**src/rtl/instr_encoder_pkg.sv**
```systemverilog
`default_nettype none
// ============================================================================
// Module   : instr_encoder_pkg
// Purpose  : Shared encoding definitions for the instruction encoder and the
//            matching decoder: request kinds, data-processing command codes,
//            the "always" condition code and the major opcode field values.
// Config   : INSTR_ENCODER_LSL_EN (used by instr_pack) enables the LSL command.
// Revision : 1.0 - initial release
// ============================================================================
package instr_encoder_pkg;

  // Request kinds; encodings 5..7 are illegal.
  typedef enum logic [2:0] {
    KIND_DP_REG = 3'd0,
    KIND_DP_IMM = 3'd1,
    KIND_LDR    = 3'd2,
    KIND_STR    = 3'd3,
    KIND_B      = 3'd4
  } req_kind_e;

  // Data-processing command codes
  localparam logic [3:0] CMD_AND = 4'b0000;
  localparam logic [3:0] CMD_SUB = 4'b0010;
  localparam logic [3:0] CMD_ADD = 4'b0100;
  localparam logic [3:0] CMD_ADC = 4'b0101;
  localparam logic [3:0] CMD_TST = 4'b1000;
  localparam logic [3:0] CMD_CMP = 4'b1010;
  localparam logic [3:0] CMD_CMN = 4'b1011;
  localparam logic [3:0] CMD_ORR = 4'b1100;
  localparam logic [3:0] CMD_LSL = 4'b1101;

  // Condition "always"
  localparam logic [3:0] COND_AL = 4'hE;

  // Major opcode field [27:26]
  localparam logic [1:0] OP_DP  = 2'b00;
  localparam logic [1:0] OP_MEM = 2'b01;
  localparam logic [1:0] OP_BR  = 2'b10;

  // Fixed funct bits: memory funct = {0,1,1,0,0,L}; branch funct[5:4] = 2'b10
  localparam logic [4:0] FUNCT_MEM_HI = 5'b01100;
  localparam logic [1:0] FUNCT_BR_HI  = 2'b10;

  // Compare-type commands only set flags: S is forced on and Rd is zeroed.
  function automatic logic cmd_is_compare(input logic [3:0] cmd);
    return (cmd == CMD_CMP) || (cmd == CMD_TST) || (cmd == CMD_CMN);
  endfunction

endpackage
`default_nettype wire

```
**src/rtl/instr_encoder_pack.sv**
```systemverilog
`default_nettype none
// ============================================================================
// Module   : instr_pack
// Purpose  : Combinational instruction packer. Forms the 32-bit word
//            {cond, op, funct, Rn, Rd, src2} from the captured request fields
//            and flags requests that cannot be encoded.
// Ports    : i_kind/i_cond/i_cmd/i_s/i_rd/i_rn/i_rm/i_imm/i_target - request
//            i_pc   - address the word will be written to (branch base)
//            o_word - encoded instruction, o_err - request is not encodable
// Config   : INSTR_ENCODER_LSL_EN - when defined, cmd 1101 (LSL) is legal.
// Revision : 1.0 - initial release
// ============================================================================
module instr_pack
  import instr_encoder_pkg::*;
(
  input  logic [2:0]  i_kind,
  input  logic [3:0]  i_cond,
  input  logic [3:0]  i_cmd,
  input  logic        i_s,
  input  logic [3:0]  i_rd,
  input  logic [3:0]  i_rn,
  input  logic [3:0]  i_rm,
  input  logic [11:0] i_imm,
  input  logic [31:0] i_target,
  input  logic [31:0] i_pc,
  output logic [31:0] o_word,
  output logic        o_err
);

  logic        w_cmp;
  logic        w_s;
  logic [3:0]  w_rd;
  logic        w_cmd_ok;
  logic [31:0] w_diff;
  logic        w_off_ok;
  logic        w_unused_diff_lo;
  req_kind_e   w_kind;

  assign w_kind = req_kind_e'(i_kind);
  assign w_cmp  = cmd_is_compare(i_cmd);
  assign w_s    = i_s | w_cmp;
  assign w_rd   = w_cmp ? 4'h0 : i_rd;

  // Branch offset is relative to the write address + 8. The word offset
  // (diff >>> 2) fits in signed 24 bits exactly when diff[31:25] are all
  // copies of the sign bit diff[25].
  assign w_diff   = i_target - (i_pc + 32'd8);
  assign w_off_ok = (w_diff[31:25] == {7{w_diff[25]}});
  // Low difference bits are discarded by the shift.
  assign w_unused_diff_lo = ^w_diff[1:0];

  always_comb begin
    w_cmd_ok = 1'b0;
    case (i_cmd)
      CMD_ADD, CMD_SUB, CMD_AND, CMD_ORR,
      CMD_CMP, CMD_TST, CMD_CMN, CMD_ADC: w_cmd_ok = 1'b1;
`ifdef INSTR_ENCODER_LSL_EN
      CMD_LSL:                            w_cmd_ok = 1'b1;
`endif
      default:                            w_cmd_ok = 1'b0;
    endcase
  end

  always_comb begin
    o_word = 32'h0;
    o_err  = 1'b0;
    case (w_kind)
      KIND_DP_REG: begin
        o_err  = ~w_cmd_ok;
        o_word = {i_cond, OP_DP, 1'b0, i_cmd, w_s, i_rn, w_rd, 8'h00, i_rm};
`ifdef INSTR_ENCODER_LSL_EN
        // LSL: Rn unused (zero), shift amount sits above the Rm field.
        if (i_cmd == CMD_LSL) begin
          o_word = {i_cond, OP_DP, 1'b0, i_cmd, w_s, 4'h0, w_rd,
                    i_imm[4:0], 2'b00, 1'b0, i_rm};
        end
`endif
      end
      KIND_DP_IMM: begin
        o_err  = ~w_cmd_ok;
        o_word = {i_cond, OP_DP, 1'b1, i_cmd, w_s, i_rn, w_rd, i_imm};
      end
      KIND_LDR: begin
        o_word = {i_cond, OP_MEM, FUNCT_MEM_HI, 1'b1, i_rn, i_rd, i_imm};
      end
      KIND_STR: begin
        o_word = {i_cond, OP_MEM, FUNCT_MEM_HI, 1'b0, i_rn, i_rd, i_imm};
      end
      KIND_B: begin
        o_err  = (i_target[1:0] != 2'b00) | ~w_off_ok;
        o_word = {i_cond, OP_BR, FUNCT_BR_HI, w_diff[25:2]};
      end
      default: begin
        o_err  = 1'b1;
      end
    endcase
  end

endmodule
`default_nettype wire

```
**src/rtl/instr_encoder.sv**
```systemverilog
`default_nettype none
// ============================================================================
// Module   : instr_encoder
// Purpose  : Accepts instruction requests, encodes them into 32-bit words and
//            writes them to consecutive instruction-memory addresses.
//            IDLE -> ENC (encode/check) -> WR (hold write until mem_ready).
// Ports    : clk, reset (async, active-high)
//            req_valid/req_ready, req_* fields   - request channel
//            base_load/base_addr                 - load next write address
//            mem_we/mem_addr/mem_wdata/mem_ready - memory write port
//            wr_count (saturating), err (sticky), busy
// Config   : INSTR_ENCODER_LSL_EN - enables LSL encoding (see instr_pack).
// Revision : 1.0 - initial release
// ============================================================================
module instr_encoder
  import instr_encoder_pkg::*;
(
  input  logic        clk,
  input  logic        reset,
  input  logic        req_valid,
  output logic        req_ready,
  input  logic [2:0]  req_kind,
  input  logic [3:0]  req_cond,
  input  logic [3:0]  req_cmd,
  input  logic        req_s,
  input  logic [3:0]  req_rd,
  input  logic [3:0]  req_rn,
  input  logic [3:0]  req_rm,
  input  logic [11:0] req_imm,
  input  logic [31:0] req_target,
  input  logic        base_load,
  input  logic [31:0] base_addr,
  output logic        mem_we,
  output logic [31:0] mem_addr,
  output logic [31:0] mem_wdata,
  input  logic        mem_ready,
  output logic [15:0] wr_count,
  output logic        err,
  output logic        busy
);

  typedef enum logic [1:0] {
    ST_IDLE = 2'd0,
    ST_ENC  = 2'd1,
    ST_WR   = 2'd2
  } state_e;

  state_e      r_state;
  logic        r_req_ready;
  logic        r_busy;
  logic        r_mem_we;
  logic [31:0] r_mem_addr;
  logic [31:0] r_mem_wdata;
  logic [15:0] r_wr_count;
  logic        r_err;

  logic [2:0]  r_kind;
  logic [3:0]  r_cond;
  logic [3:0]  r_cmd;
  logic        r_s;
  logic [3:0]  r_rd;
  logic [3:0]  r_rn;
  logic [3:0]  r_rm;
  logic [11:0] r_imm;
  logic [31:0] r_target;

  logic [31:0] w_word;
  logic        w_pack_err;

  // r_mem_addr is the address this request will be written to, so it is
  // also the branch base for the packer.
  instr_pack u_pack (
    .i_kind   (r_kind),
    .i_cond   (r_cond),
    .i_cmd    (r_cmd),
    .i_s      (r_s),
    .i_rd     (r_rd),
    .i_rn     (r_rn),
    .i_rm     (r_rm),
    .i_imm    (r_imm),
    .i_target (r_target),
    .i_pc     (r_mem_addr),
    .o_word   (w_word),
    .o_err    (w_pack_err)
  );

  always_ff @(posedge clk or posedge reset) begin
    if (reset) begin
      r_state     <= ST_IDLE;
      r_req_ready <= 1'b0;
      r_busy      <= 1'b0;
      r_mem_we    <= 1'b0;
      r_mem_addr  <= 32'h0;
      r_mem_wdata <= 32'h0;
      r_wr_count  <= 16'h0;
      r_err       <= 1'b0;
      r_kind      <= 3'h0;
      r_cond      <= 4'h0;
      r_cmd       <= 4'h0;
      r_s         <= 1'b0;
      r_rd        <= 4'h0;
      r_rn        <= 4'h0;
      r_rm        <= 4'h0;
      r_imm       <= 12'h0;
      r_target    <= 32'h0;
    end else begin
      case (r_state)
        ST_IDLE: begin
          r_req_ready <= 1'b1;
          r_busy      <= 1'b0;
          // A same-cycle accept sees the loaded base because ENC reads
          // r_mem_addr one cycle later.
          if (base_load) begin
            r_mem_addr <= base_addr;
          end
          if (req_valid && r_req_ready) begin
            r_kind      <= req_kind;
            r_cond      <= req_cond;
            r_cmd       <= req_cmd;
            r_s         <= req_s;
            r_rd        <= req_rd;
            r_rn        <= req_rn;
            r_rm        <= req_rm;
            r_imm       <= req_imm;
            r_target    <= req_target;
            r_req_ready <= 1'b0;
            r_busy      <= 1'b1;
            r_state     <= ST_ENC;
          end
        end
        ST_ENC: begin
          if (w_pack_err) begin
            r_err       <= 1'b1;
            r_req_ready <= 1'b1;
            r_busy      <= 1'b0;
            r_state     <= ST_IDLE;
          end else begin
            r_mem_wdata <= w_word;
            r_mem_we    <= 1'b1;
            r_state     <= ST_WR;
          end
        end
        ST_WR: begin
          if (mem_ready) begin
            r_mem_we    <= 1'b0;
            r_mem_addr  <= r_mem_addr + 32'd4;
            if (r_wr_count != 16'hFFFF) begin
              r_wr_count <= r_wr_count + 16'd1;
            end
            r_req_ready <= 1'b1;
            r_busy      <= 1'b0;
            r_state     <= ST_IDLE;
          end
        end
        default: begin
          r_mem_we    <= 1'b0;
          r_req_ready <= 1'b0;
          r_busy      <= 1'b0;
          r_state     <= ST_IDLE;
        end
      endcase
    end
  end

  assign req_ready = r_req_ready;
  assign busy      = r_busy;
  assign mem_we    = r_mem_we;
  assign mem_addr  = r_mem_addr;
  assign mem_wdata = r_mem_wdata;
  assign wr_count  = r_wr_count;
  assign err       = r_err;

endmodule
`default_nettype wire

```
**config.mk**
```make
export PLATFORM = sky130hd
export DESIGN_NAME = instr_encoder
export DESIGN_NICKNAME = d
export VERILOG_FILES = /design/src/rtl/instr_encoder_pkg.sv /design/src/rtl/instr_encoder_pack.sv /design/src/rtl/instr_encoder.sv
export SDC_FILE = /design/constraint.sdc
export NUM_CORES = 1
export LEC_CHECK = 0
export ABC_AREA = 1
export ABC_CLOCK_PERIOD_IN_PS = 7680
export BUFFER_PORTS_ARGS = -buffer_cell sky130_fd_sc_hd__buf_2
export CAP_MARGIN = 0
export CELL_PAD_IN_SITES_DETAIL_PLACEMENT = 0
export CELL_PAD_IN_SITES_GLOBAL_PLACEMENT = 1
export CORE_MARGIN = 1
export CORE_UTILIZATION = 44
export CTS_BUF_LIST = sky130_fd_sc_hd__clkbuf_16
export DETAILED_ROUTE_END_ITERATION = 10
export GPL_TIMING_DRIVEN = 0
export PLACE_DENSITY_LB_ADDON = 0.05
export SLEW_MARGIN = 15
export SYNTH_ARGS = -nofsm -noshare
export SYNTH_HDL_FRONTEND = slang
export SYNTH_HIERARCHICAL = 1
export SYNTH_SLANG_ARGS = --single-unit
```
**constraint.sdc**
```tcl
create_clock -name clk -period 7.68 [get_ports clk]
set_clock_uncertainty 0.2 [all_clocks]
set_input_delay 0.768 -clock clk [delete_from_list [all_inputs] [get_ports clk]]
set_output_delay 0.768 -clock clk [all_outputs]
set_load 0.02 [all_outputs]
```
==> reports/results.ini <==
[setup_path]
beginning_of_the_critical_path = mem_addr[1]
setup.worst_path.class = flip-flop to flip-flop
cp_data_arrival_time_ps = 4340
critical_path_required_ps = 7820
crit_fanout = 10
endpoint_kind = flip-flop
crit_path_start_kind = flip-flop
r2r-start = mem_addr[1]

[synthesis]
synthesis.area_per_instance_um2 = 7.23
synthDominantAreaCellType = sky130_fd_sc_hd__dfrtp_1
yosysUniqueCellTypes = 41
synthesis.nets = 1674
post_synth_instance_area_um2 = 10900
asyncSetResetFlopFracSynth_pct = 100
yosys_warnings = 6
synth.area.top_cells = sky130_fd_sc_hd__dfrtp_1 (35%), sky130_fd_sc_hd__nand2_1 (16%), sky130_fd_sc_hd__mux2_2 (10%)
synth.yosys.seq_area_share_pct = 35.4
postSynthRegisterBits = 154
synth_top_cell_area_share_pct = 35.4
synth_flop_cell = sky130_fd_sc_hd__dfrtp_1
synth_edf_count = 0
postSynthCellCount = 1503

[sta]
final.min_clock_period_ps = 4200
final.period_utilization_pct = 54.7
transition_time_at_the_pin_with_the_least_slew_margin_ps = 703
timing.final.hold_violations = 0
fmax_mhz = 238
setup_tns_ps = 0
slew_viol_final = 0
unrepaired_setup_endpoints_after_global_routing = false
max_slew_margin_pct = 53.1
finalSetupViolations = 0

[layout]
final-seq-area_um2 = 3850
layout_commonest_cell = sky130_fd_sc_hd__nand2_1
final.fill_count = 2475
finalNetCount = 1882
area_growth_pct = 18.4
multi_input_logic_area_um2 = 5880
most-common-layout-cells = sky130_fd_sc_hd__nand2_1 (458), sky130_fd_sc_hd__inv_1 (255), sky130_fd_sc_hd__buf_2 (207)
final_layout_size_suffix_gt1_share_pct = 22.6

[floorplanning]
floorplan.io_pins = 189
row_count = 57
core_area_um2 = 24200
floorplan.die_area_um2 = 25300
chipHeight_um = 159
start_util_pct = 44.8
dieWidth_um = 159

[cts]
clk-insertion-delay-late_ps = 440
clk_transition_reported_paths_ps = 80
hold_fix_buffers_at_cts = 0
cts.repair.resized = 0
max-clock-path-buffers = 2
cts_inserted_buffers = 17
cts_sinks = 154
cts_htree_levels = 4
post_cts.repair.setup_buffers = 0
tritoncts_clock_tree = built
cts-root-buf = sky130_fd_sc_hd__clkbuf_16

[global_route]
grt_start_max_net_pins = 94
globalRouteOverflowTotal = 0
wire_length_of_the_first_global_routing_pass_um = 49300
first_global_vias = 9334
grt_antenna_before_repair = 1
grtUsageTotal_pct = 25.0

[detailed_routing]
post_drt_via_cell_ratio = 4.88
route.detailed.drc = 0
first_iter_violations = 595
final_routed_wirelength_across_all_metal_layers_um = 31100
drt_first_pass_iters = 7
antenna_violating_nets_post_route = 0
drt-wirelength-per-cell_um = 15.2
routed-via-count = 9997

[placed_design]
gp_routability_congestion = 0.867
detailedPlacementHpwl_um = 24500
buffer_ports.inserted = 188

[job]
max_cap_viol_count = 0

[outcome]
outcome = completed

[worst_hold_path]
min_path_type = input pin to async pin

## path summary, 6_finish.rpt
path                            slack, ps  cells past startpoint       endpoint
worst max register to register       3480                     22      req_ready
max in group asynchronous            6320                      3    r_target[7]
min in group clk                      270                      2            err
worst max-delay path                 3480                     22      req_ready
worst min register to register        270                      2            err
worst min-delay path                  130                      2  mem_wdata[26]
## state kept, by name, summed over array words and instances (netlist names)
name	count
r_state	2
r_rn	4
mem_we	1
r_cmd	4
r_rd	4
err	1
r_kind	3
wr_count	16
req_ready	1
mem_wdata	32
r_s	1
r_rm	4
r_cond	4
busy	1
mem_addr	32
r_imm	12
r_target	32
## kinds of logic (layout without fill, tap and decap cells)
| family | after synthesis | in the layout | share of synthesized area [%] |
|---|---|---|---|
| multiplexers | 100 | 100 | 10.4 |
| buffers and inverters | 292 | 513 | 10.5 |
| other | 0 | 1 | 0 |
| adder cells (fa/ha/maj) | 66 | 66 | 7.66 |
| XOR/XNOR | 16 | 16 | 1.29 |
| AND/OR/NAND/NOR | 749 | 749 | 28.5 |
| AO/OA/AOI/OAI | 126 | 126 | 6.27 |
| flip-flops | 154 | 154 | 35.4 |
## per-stage QoR
stage | hold slack, ps | util [%] | setup WS [ps] | instance area [µm²] | cells
finish | 133 | 53.1 | 3480 | 12900 | 2049
global route | 169 | 53.1 | 3150 | 12900 | 2049
CTS | 156 | 53.1 | 3520 | 12900 | 2048
detailed placement | 247 | 50.5 | 3550 | 12300 | 2016
global placement | 245 | 50.4 | 521 | 12200 | 2015
floorplan | 274 | - | 2560 | 10900 | 1503
## critical path, stage by stage, from the launching register on
cell and delay, ps:
sky130_fd_sc_hd__dfrtp_1 380, sky130_fd_sc_hd__inv_1 50, sky130_fd_sc_hd__ha_1 280, sky130_fd_sc_hd__a21boi_1 280, sky130_fd_sc_hd__inv_1 90, sky130_fd_sc_hd__fa_1 370
sky130_fd_sc_hd__inv_1 140, sky130_fd_sc_hd__nand3_1 90, sky130_fd_sc_hd__nand3_1 170, sky130_fd_sc_hd__nand3_1 90, sky130_fd_sc_hd__nand3_1 160, sky130_fd_sc_hd__nand3_1 110
sky130_fd_sc_hd__nand3_1 110, sky130_fd_sc_hd__xnor2_1 180, sky130_fd_sc_hd__nand2_1 90, sky130_fd_sc_hd__nand2_1 60, sky130_fd_sc_hd__nand2_1 40, sky130_fd_sc_hd__nand2_1 160
sky130_fd_sc_hd__or2_1 130, sky130_fd_sc_hd__buf_2 190, sky130_fd_sc_hd__buf_2 330, sky130_fd_sc_hd__nand2_1 160, sky130_fd_sc_hd__o31ai_1 240
## per-layer routing
| metal | GRT usage, % | vias to the layer above | routed length [µm] |
|---|---|---|---|
| li1 | - | 5126 | - |
| met1 | 34.7 | 4633 | 14900 |
| met2 | 40.8 | 210 | 14500 |
| met3 | 3.62 | 28 | 1150 |
| met4 | 6.34 | 0 | 482 |
| met5 | 0 | - | 0 |
## synth_stat cells, types with 3 or more instances
cell type and number:
sky130_fd_sc_hd__a21oi_1 54, sky130_fd_sc_hd__a31o_2 4, sky130_fd_sc_hd__a31oi_1 3, sky130_fd_sc_hd__and2_1 3, sky130_fd_sc_hd__buf_2 19, sky130_fd_sc_hd__buf_4 4, sky130_fd_sc_hd__clkbuf_1 5, sky130_fd_sc_hd__dfrtp_1 154
sky130_fd_sc_hd__ha_1 65, sky130_fd_sc_hd__inv_1 255, sky130_fd_sc_hd__inv_2 6, sky130_fd_sc_hd__mux2_2 100, sky130_fd_sc_hd__nand2_1 458, sky130_fd_sc_hd__nand2_2 12, sky130_fd_sc_hd__nand3_1 96, sky130_fd_sc_hd__nand4_1 7
sky130_fd_sc_hd__nor2_1 141, sky130_fd_sc_hd__nor2_2 7, sky130_fd_sc_hd__nor2_4 4, sky130_fd_sc_hd__nor3_1 8, sky130_fd_sc_hd__o21ai_0 45, sky130_fd_sc_hd__o21ai_1 9, sky130_fd_sc_hd__or2_2 5, sky130_fd_sc_hd__xnor2_1 7
sky130_fd_sc_hd__xor2_1 9
## area by class of cell
type / count / area share, %
tap: 324 / 3.15
sequential: 154 / 29.9
multi-input combinational: 1057 / 45.7
clock buffer: 17 / 3.31
inverter: 261 / 7.67
timing repair buffer: 189 / 7.52
buffer: 31 / 1.26
clock inverter: 15 / 1.47
antenna: 1 / 0.0194
Power is left out: the tool's default activity adds up to more than one toggle a clock period on the data nets, which glitch-free logic cannot reach.
